===== src/rtl/ad_ip_jesd204_tpl_dac_pkg.sv =====
// Shared types for the JESD204 TPL DAC DMA buffer.
package ad_ip_jesd204_tpl_dac_pkg;

    typedef enum logic [1:0] {
        IDLE = 2'd0,
        FILL = 2'd1,
        RUN  = 2'd2
    } dac_buf_state_t;

    // Number of beats held by a buffer with the given address width.
    function automatic int unsigned buf_depth(input int unsigned addr_width);
        return 32'd1 << addr_width;
    endfunction

endpackage


===== src/rtl/ad_ip_jesd204_tpl_dac_buf_mem.sv =====
// Simple dual-port beat storage: one write port, one registered read port.
module ad_ip_jesd204_tpl_dac_buf_mem
    import ad_ip_jesd204_tpl_dac_pkg::*;
#(
    parameter int unsigned DATA_WIDTH = 128,
    parameter int unsigned ADDR_WIDTH = 4
) (
    input  logic                  clk,
    input  logic                  rst_n,
    input  logic                  wr_en,
    input  logic [ADDR_WIDTH-1:0] wr_addr,
    input  logic [DATA_WIDTH-1:0] wr_data,
    input  logic                  rd_en,
    input  logic                  rd_clr,
    input  logic [ADDR_WIDTH-1:0] rd_addr,
    output logic [DATA_WIDTH-1:0] rd_data
);

    localparam int unsigned DEPTH = buf_depth(ADDR_WIDTH);

    logic [DATA_WIDTH-1:0] mem [DEPTH];

    always_ff @(posedge clk) begin
        if (wr_en) begin
            mem[wr_addr] <= wr_data;
        end
    end

    // Read register holds the last popped beat; rd_clr forces the output to zero.
    always_ff @(posedge clk or negedge rst_n) begin
        if (!rst_n) begin
            rd_data <= '0;
        end else if (rd_clr) begin
            rd_data <= '0;
        end else if (rd_en) begin
            rd_data <= mem[rd_addr];
        end
    end

endmodule


===== src/rtl/ad_ip_jesd204_tpl_dac_dma_buf.sv =====
// Prefilling DMA-to-TPL DAC beat buffer with underflow detection and flush.
module ad_ip_jesd204_tpl_dac_dma_buf
    import ad_ip_jesd204_tpl_dac_pkg::*;
#(
    parameter int unsigned DATA_WIDTH = 128,
    parameter int unsigned ADDR_WIDTH = 4,
    parameter int unsigned PREFILL    = 8
) (
    input  logic                  clk,
    input  logic                  resetn,
    input  logic                  s_axis_valid,
    output logic                  s_axis_ready,
    input  logic [DATA_WIDTH-1:0] s_axis_data,
    input  logic                  dac_valid,
    input  logic                  dac_rst,
    output logic [DATA_WIDTH-1:0] dac_ddata,
    output logic                  dac_underflow,
    input  logic                  underflow_clr,
    output logic [ADDR_WIDTH:0]   fill_level
);

    localparam int unsigned DEPTH = buf_depth(ADDR_WIDTH);
    localparam int unsigned FW    = ADDR_WIDTH + 1;

    logic [1:0]            rst_sync_q;
    logic                  rst_n;
    dac_buf_state_t        state_q, state_nxt;
    logic [ADDR_WIDTH-1:0] wr_ptr_q, wr_ptr_nxt;
    logic [ADDR_WIDTH-1:0] rd_ptr_q, rd_ptr_nxt;
    logic [FW-1:0]         fill_nxt;
    logic                  ready_nxt;
    logic                  underflow_nxt;
    logic                  wr_en_c;
    logic                  rd_en_c;
    logic                  rd_clr_c;
    logic                  uf_c;

    // Assert immediately, release on a clock edge.
    always_ff @(posedge clk or negedge resetn) begin
        if (!resetn) begin
            rst_sync_q <= 2'b00;
        end else begin
            rst_sync_q <= {rst_sync_q[0], 1'b1};
        end
    end

    assign rst_n = rst_sync_q[1];

    always_comb begin
        state_nxt  = state_q;
        wr_ptr_nxt = wr_ptr_q;
        rd_ptr_nxt = rd_ptr_q;
        fill_nxt   = fill_level;
        wr_en_c    = 1'b0;
        rd_en_c    = 1'b0;
        rd_clr_c   = 1'b0;
        uf_c       = 1'b0;

        if (dac_rst) begin
            // Flush drops any beat offered this cycle.
            state_nxt  = IDLE;
            wr_ptr_nxt = '0;
            rd_ptr_nxt = '0;
            fill_nxt   = '0;
            rd_clr_c   = 1'b1;
        end else begin
            wr_en_c = s_axis_valid && s_axis_ready;
            case (state_q)
                IDLE: state_nxt = FILL;
                FILL: begin
                    if (fill_level >= FW'(PREFILL)) begin
                        state_nxt = RUN;
                    end
                end
                RUN: begin
                    // No write-to-read bypass: an empty FIFO underflows even if a beat lands now.
                    if (dac_valid) begin
                        if (fill_level != '0) begin
                            rd_en_c = 1'b1;
                        end else begin
                            uf_c      = 1'b1;
                            rd_clr_c  = 1'b1;
                            state_nxt = FILL;
                        end
                    end
                end
                default: state_nxt = IDLE;
            endcase

            if (wr_en_c) begin
                wr_ptr_nxt = wr_ptr_q + ADDR_WIDTH'(1);
            end
            if (rd_en_c) begin
                rd_ptr_nxt = rd_ptr_q + ADDR_WIDTH'(1);
            end
            case ({wr_en_c, rd_en_c})
                2'b10:   fill_nxt = fill_level + FW'(1);
                2'b01:   fill_nxt = fill_level - FW'(1);
                default: fill_nxt = fill_level;
            endcase
        end

        ready_nxt     = (state_nxt != IDLE) && (fill_nxt < FW'(DEPTH));
        underflow_nxt = uf_c || (dac_underflow && !underflow_clr);
    end

    always_ff @(posedge clk or negedge rst_n) begin
        if (!rst_n) begin
            state_q       <= IDLE;
            wr_ptr_q      <= '0;
            rd_ptr_q      <= '0;
            fill_level    <= '0;
            s_axis_ready  <= 1'b0;
            dac_underflow <= 1'b0;
        end else begin
            state_q       <= state_nxt;
            wr_ptr_q      <= wr_ptr_nxt;
            rd_ptr_q      <= rd_ptr_nxt;
            fill_level    <= fill_nxt;
            s_axis_ready  <= ready_nxt;
            dac_underflow <= underflow_nxt;
        end
    end

    ad_ip_jesd204_tpl_dac_buf_mem #(
        .DATA_WIDTH (DATA_WIDTH),
        .ADDR_WIDTH (ADDR_WIDTH)
    ) u_mem (
        .clk     (clk),
        .rst_n   (rst_n),
        .wr_en   (wr_en_c),
        .wr_addr (wr_ptr_q),
        .wr_data (s_axis_data),
        .rd_en   (rd_en_c),
        .rd_clr  (rd_clr_c),
        .rd_addr (rd_ptr_q),
        .rd_data (dac_ddata)
    );

endmodule


===== config.mk =====
export PLATFORM = sky130hd
export DESIGN_NAME = ad_ip_jesd204_tpl_dac_dma_buf
export DESIGN_NICKNAME = d
export VERILOG_FILES = /design/src/rtl/ad_ip_jesd204_tpl_dac_pkg.sv /design/src/rtl/ad_ip_jesd204_tpl_dac_buf_mem.sv /design/src/rtl/ad_ip_jesd204_tpl_dac_dma_buf.sv
export SDC_FILE = /design/constraint.sdc
export NUM_CORES = 2
export LEC_CHECK = 0
export ABC_AREA = 1
export BUFFER_PORTS_ARGS = -buffer_cell sky130_fd_sc_hd__buf_4
export CAP_MARGIN = 30
export CORE_AREA = 2 2 415 417
export CTS_CLUSTER_DIAMETER = 80
export DETAILED_ROUTE_END_ITERATION = 6
export DIE_AREA = 0 0 417 419
export PLACE_DENSITY_LB_ADDON = 0.12
export SKIP_CTS_REPAIR_TIMING = 1
export SYNTH_ARGS = -nofsm -noshare
export SYNTH_HDL_FRONTEND = slang
export SYNTH_HIERARCHICAL = 1
export SYNTH_SLANG_ARGS = --single-unit

===== constraint.sdc =====
create_clock -name clk -period 8.8 [get_ports clk]
set_input_delay 0 -clock clk [delete_from_list [all_inputs] [get_ports clk]]
set_output_delay 0 -clock clk [all_outputs]
set_load 0.02 [all_outputs]

## Word-level counts from Yosys, hierarchy flattened

Memories as Yosys holds them, arrays and structs flattened.
Cells that the tools add are included.

| cells by class | value |
|---|---|
| add/sub/neg operators | 4 |
| order comparisons | 2 |
| eq/ne operators | 4 |
| multiplexer cells | 26 |
| reductions and logical operators | 11 |

Operator list:

| operator | number |
|---|---|
| two-way mux 128 bit | 2 |
| two-way mux 4 bit | 4 |
| two-way mux 1 bit | 13 |
| one-hot mux 5 bit (2 select lines) | 1 |
| adder 4 x 1 -> 4 bit, second input constant | 2 |
| two-way mux 2 bit | 4 |
| nonzero test 2 bit | 4 |
| one-hot mux 2 bit (3 select lines) | 1 |
| adder 5 x 1 -> 5 bit, second input constant | 1 |
| greater-or-equal comparator 5 x 4 -> 1 bit, second input constant | 1 |
| less-than comparator 5 bit, second input constant | 1 |
| two-way mux 5 bit | 1 |
| nonzero test 5 bit | 1 |
| subtractor 5 x 1 -> 5 bit, second input constant | 1 |
| equality test 2 x 1 -> 1 bit, second input constant | 2 |
| equality test 2 bit, second input constant | 2 |
| logical AND 1 bit | 3 |
| zero test 2 bit | 1 |
| zero test 1 bit | 1 |
| logical OR 1 bit | 1 |

| storage, ports and cells | value |
|---|---|
| bits in registers | 147 |
| RAM bits | 2048 |
| word-level logic and storage cells | 56 |
| memories kept | 1 |

Memory list:

| memory | words | bits a word | read ports | clocked after Yosys merged registers in | wr ports | RTL line | source |
|---|---|---|---|---|---|---|---|
| u_mem.mem | 16 | 128 | 1 | 0 | 1 | ad_ip_jesd204_tpl_dac_buf_mem.sv:21 | `logic [DATA_WIDTH-1:0] mem [DEPTH];` |

## Longest topological paths before layout

| depth | value |
|---|---|
| depth after elaboration | 10 |
| gate-level depth with buffers | 18 |
| depth with buffers taken out | 18 |

## Cells and area by module

Netlist, hierarchy kept.

Modules (own cells, without submodules):

| module | times used | cells each | area each (µm²) |
|---|---|---|---|
| ad_ip_jesd204_tpl_dac_buf_mem | 1 | 8806 | 92019.5 |
| ad_ip_jesd204_tpl_dac_dma_buf | 1 | 131 | 1054.8 |

## Worst setup path after synthesis

Ideal clock, no wire load.

| timing path | value |
|---|---|
| path kind | register to register |
| start | reg s_axis_ready |
| end | mem u_mem.mem[12][0], enable pin |
| setup time | 0.617 ns |
| arrival | 6.328 ns |
| data required time | 8.183 ns |
| setup slack | 1.855 ns |
| stages on the path, launching flop included | 5 |
| buffers on the path | 0 |
| clock period less this slack | 6.945 ns |
| cell sequence | dfrtp_1 nand2_1 nor2_1 nand3_1 nor2_1 |

| on the way | value |
|---|---|
| cells in the longest elaborated chain, start to end | 4 |

RTL lines:

| what | RTL line | source |
|---|---|---|
| start, declared | ad_ip_jesd204_tpl_dac_dma_buf.sv:12 | `output logic s_axis_ready,` |
| start signal, assigned | ad_ip_jesd204_tpl_dac_dma_buf.sv:120 | `s_axis_ready <= ready_nxt;` |
| logical AND 1 bit | ad_ip_jesd204_tpl_dac_dma_buf.sv:67 | `wr_en_c = s_axis_valid && s_axis_ready;` |
| two-way mux 1 bit | ad_ip_jesd204_tpl_dac_dma_buf.sv:59 | `if (dac_rst) begin` |
| via wr_en_c | ad_ip_jesd204_tpl_dac_dma_buf.sv:33 | `logic wr_en_c;` |
| two-way mux 1 bit | ad_ip_jesd204_tpl_dac_buf_mem.sv:24 | `if (wr_en) begin` |
| two-way mux 1 bit (not written as such) | ad_ip_jesd204_tpl_dac_buf_mem.sv:25 | `mem[wr_addr] <= wr_data;` |
| end, declared | ad_ip_jesd204_tpl_dac_buf_mem.sv:21 |  |

The timed path passes the listed nets, and every way through them passes these cells.

## Worst setup path in the final report

| timing path | value |
|---|---|
| start | reg rd_ptr_q[0] |
| end | reg u_mem.rd_data[21] |

| on the way | value |
|---|---|
| cells in the longest elaborated chain, start to end | 3 |

RTL lines:

| what | RTL line | source |
|---|---|---|
| start, declared | ad_ip_jesd204_tpl_dac_dma_buf.sv:29 | `logic [ADDR_WIDTH-1:0] rd_ptr_q, rd_ptr_nxt;` |
| start signal, assigned | ad_ip_jesd204_tpl_dac_dma_buf.sv:118 | `rd_ptr_q <= rd_ptr_nxt;` |
| memory read (16 x 128 bit) | n/a |  |
| two-way mux 128 bit | ad_ip_jesd204_tpl_dac_buf_mem.sv:35 | `end else if (rd_en) begin` |
| two-way mux 128 bit | ad_ip_jesd204_tpl_dac_buf_mem.sv:33 | `end else if (rd_clr) begin` |
| end signal, assigned | ad_ip_jesd204_tpl_dac_buf_mem.sv:36 | `rd_data <= mem[rd_addr];` |
| end, declared | ad_ip_jesd204_tpl_dac_buf_mem.sv:16 | `output logic [DATA_WIDTH-1:0] rd_data` |

No other way between the ends. The select of a mux whose other input is x is not followed.
A chain may end at the register's enable or synchronous reset.

==> metrics.cfg <==
[global_routing]
grt_antenna_before_repair=17
grt_pass1_wl_um=364000
first_global_vias=59300
grtUsageTotal=0.275
grt_max_degree=261
grt-ovfl-total=0

[timing]
setup_viol=0
fin_crit_ns=4.54
setup_slack_ns=4.26
tns_ns=0
fmax_mhz=220
rsz0062_at_grt=no
slew_violations=0
hold_viol=0
worst_slew_pin_slew_ns=1.16
slew_headroom=0.228
finClkSkew_ns=0.0275
finalCritPeriodShare=0.516

[logic_synthesis]
synthTopCellsByArea=edfxtp_1, nand2_1, nand3_1
synth.avg_cell_area_um2=10.4
ys_seq_area_frac=0.700
synth-seq-cells=2195
ys_warn_count=6
syn-num-nets=9078
ys_types=33
synth.largest_area_cell=edfxtp_1
synth_area_um2=93100
synth_top_area_share=0.661
synthCells=8937

[placed_design]
io_buffers=268
dp_cells=11100
detailed_place_hpwl_um=116000
dp_slack_ns=4.46
gp_congestion=0.786

[setup_path]
critPathRequiredTime_ns=9.52
critPathKind=register to register
worstPathArrival_ns=5.26
critPathMaxFanout=165
crit_path_end_kind=register
cp-start-kind=register

[finish]
multi_input_area_um2=19900
finalNonFillerCells=11700
final_util=0.621
num-nets-final=9374
register_area_um2=65200
area_growth_pct=13.8
nFillCells=13400
drive_gt1_frac=0.0759

[detailed_routing]
num_vias=62900
viasPerCell=5.39
drt_iter0_markers=6165
drc=3
wl_per_cell_um=20.7
wirelength_um=242000
final_antenna_net_count=0
firstDrtPassIters=7

[outcome]
status=finished with violations
violations=DRC

[floorplanning]
pin_count=269
initial_utilization=0.546
die_y_um=419
core_um2=171000
die_area_um2=175000
fp-row-count=152
fp.dieW_um=417

[clock_tree]
cts_tree=done
cts.sinks=2195
clock-root-buffer=clkbuf_16
h-tree-depth=4
insertion_delay_ns=0.85
clk_pin_slew_ns=0.06
cts_buffer_depth=3
numCtsBuffers=222

[job]
maxCapViolCount=0

[worst_hold_path]
min_path_type=primary input to register

[power_and_ir_drop]
irDropWorstVdd_v=0.000170
p_leak_nw=45.7
power_mw=23.2
powerDensity_nw_per_um2=219

[cell type report]
type | count | area share
Sequential cell | 2195 | 0.615
Multi-Input combinational cell | 4722 | 0.188
Clock buffer | 310 | 0.0582
Inverter | 1566 | 0.0559
Timing Repair Buffer | 526 | 0.0456
Tap cell | 2233 | 0.0264
Clock inverter | 113 | 0.0100
Antenna cell | 7 | 0.000165
[layer usage]
| layer | up-vias | share of wire | track usage | wire, µm |
|---|---|---|---|---|
| met4 | 14 | 0.025 | 0.0795 | 5990 |
| li1 | 29400 | - | - | - |
| met3 | 407 | 0.074 | 0.0465 | 17900 |
| met1 | 30700 | 0.42 | 0.381 | 102000 |
| met2 | 2413 | 0.48 | 0.451 | 115000 |
| met5 | - | 0.00032 | 0 | 77 |
[report_power, final]
| part | switching [mW] | total, mW | internal, mW | leakage (nW) |
|---|---|---|---|---|
| sequential | 0.0919 | 11.6 | 11.5 | 20.3 |
| clock | 3.95 | 9.34 | 5.38 | 3.55 |
| combinational | 1.63 | 2.32 | 0.685 | 21.8 |
[worst paths after layout]
check	slack (ns)	end	startpoint	depth (start not counted)
worst max register to register	4.26	u_mem/rd_data[21]	rd_ptr_q[0]	11
min in group asynchronous	0.09	rst_sync_q[1]	resetn	3
worst max-delay path	4.26	u_mem/rd_data[21]	rd_ptr_q[0]	11
worst min-delay path	0.001	u_mem/mem[13][116]	s_axis_data[116]	2
max in group asynchronous	6.58	rd_ptr_q[3]	rst_sync_q[1]	2
worst min register to register	0.17	u_mem/rd_data[104]	rst_sync_q[1]	0
[sequential cells by signal (all words and copies together) (netlist names), 2 cells and up]
signal         flops
u_mem/mem       2048
u_mem/rd_data    128
fill_level         5
wr_ptr_q           4
state_q            2
rst_sync_q         2
rd_ptr_q           4
[cells by family after synthesis]
group                      Yosys count  synth area share
xor gates and xnor gates             4          0.000376
adders and majority gates            7          0.000941
AOI/OAI and AO/OA                   17           0.00110
and+or+nand+nor                   4693             0.210
DFF                               2195             0.700
other                                1         0.0000403
buffers and inverters             2020            0.0869
[metrics by stage]
stage,area (µm²),hold WS [ns]
finish,106000,0.000970
global route,106000,-0.00645
CTS,104000,-1.14
detailed placement,96900,-0.205
global placement,96700,-0.204
floorplan,93100,-0.296
[cells in the mapped netlist]
cell and n:
o21ai_2 1, xor2_1 2, nand2_1 3104, nand4_1 2, edfxtp_1 2048, o21ai_1 1
clkinv_1 1, dfrtp_1 147, o21ai_0 7, inv_1 1563, a21boi_2 1, buf_6 7
buf_2 275, nor2_1 32, inv_2 1, nand3_2 1, a21oi_1 3, nand3_1 1543
nand2_2 2, conb_1 1, inv_4 1, o22ai_1 1, nand3b_1 2, o21bai_1 1
buf_4 28, clkbuf_1 119, or2_2 2, o21a_1 1, a31oi_1 1, xnor2_1 2
nor3_1 5, ha_1 7, buf_1 25
[critical path: stages, from the launching register on]
cell	delay (ns)
dfrtp_4	0.80
inv_16	0.38
buf_16	0.51
buf_4	0.75
buf_4	0.84
nand2_1	0.13
nand3_1	0.11
nand3_1	0.08
nand3_1	0.13
nand2_1	0.15
nand2_1	0.09
nand2_1	0.07
[placed cells by master (no fill, tap or decap), drive strengths merged, types with 3 or more instances in the layout]
cell type    count
buf            364
dfrtp          147
ha               7
bufinv          17
diode            7
a21oi            3
o21ai            9
clkinv          88
inv           1573
nor3             5
dlygate4sd3    162
nand3         1544
clkbuf         310
nand2         3106
edfxtp        2048
nor2            32
Power figures use the tool's default switching activity.
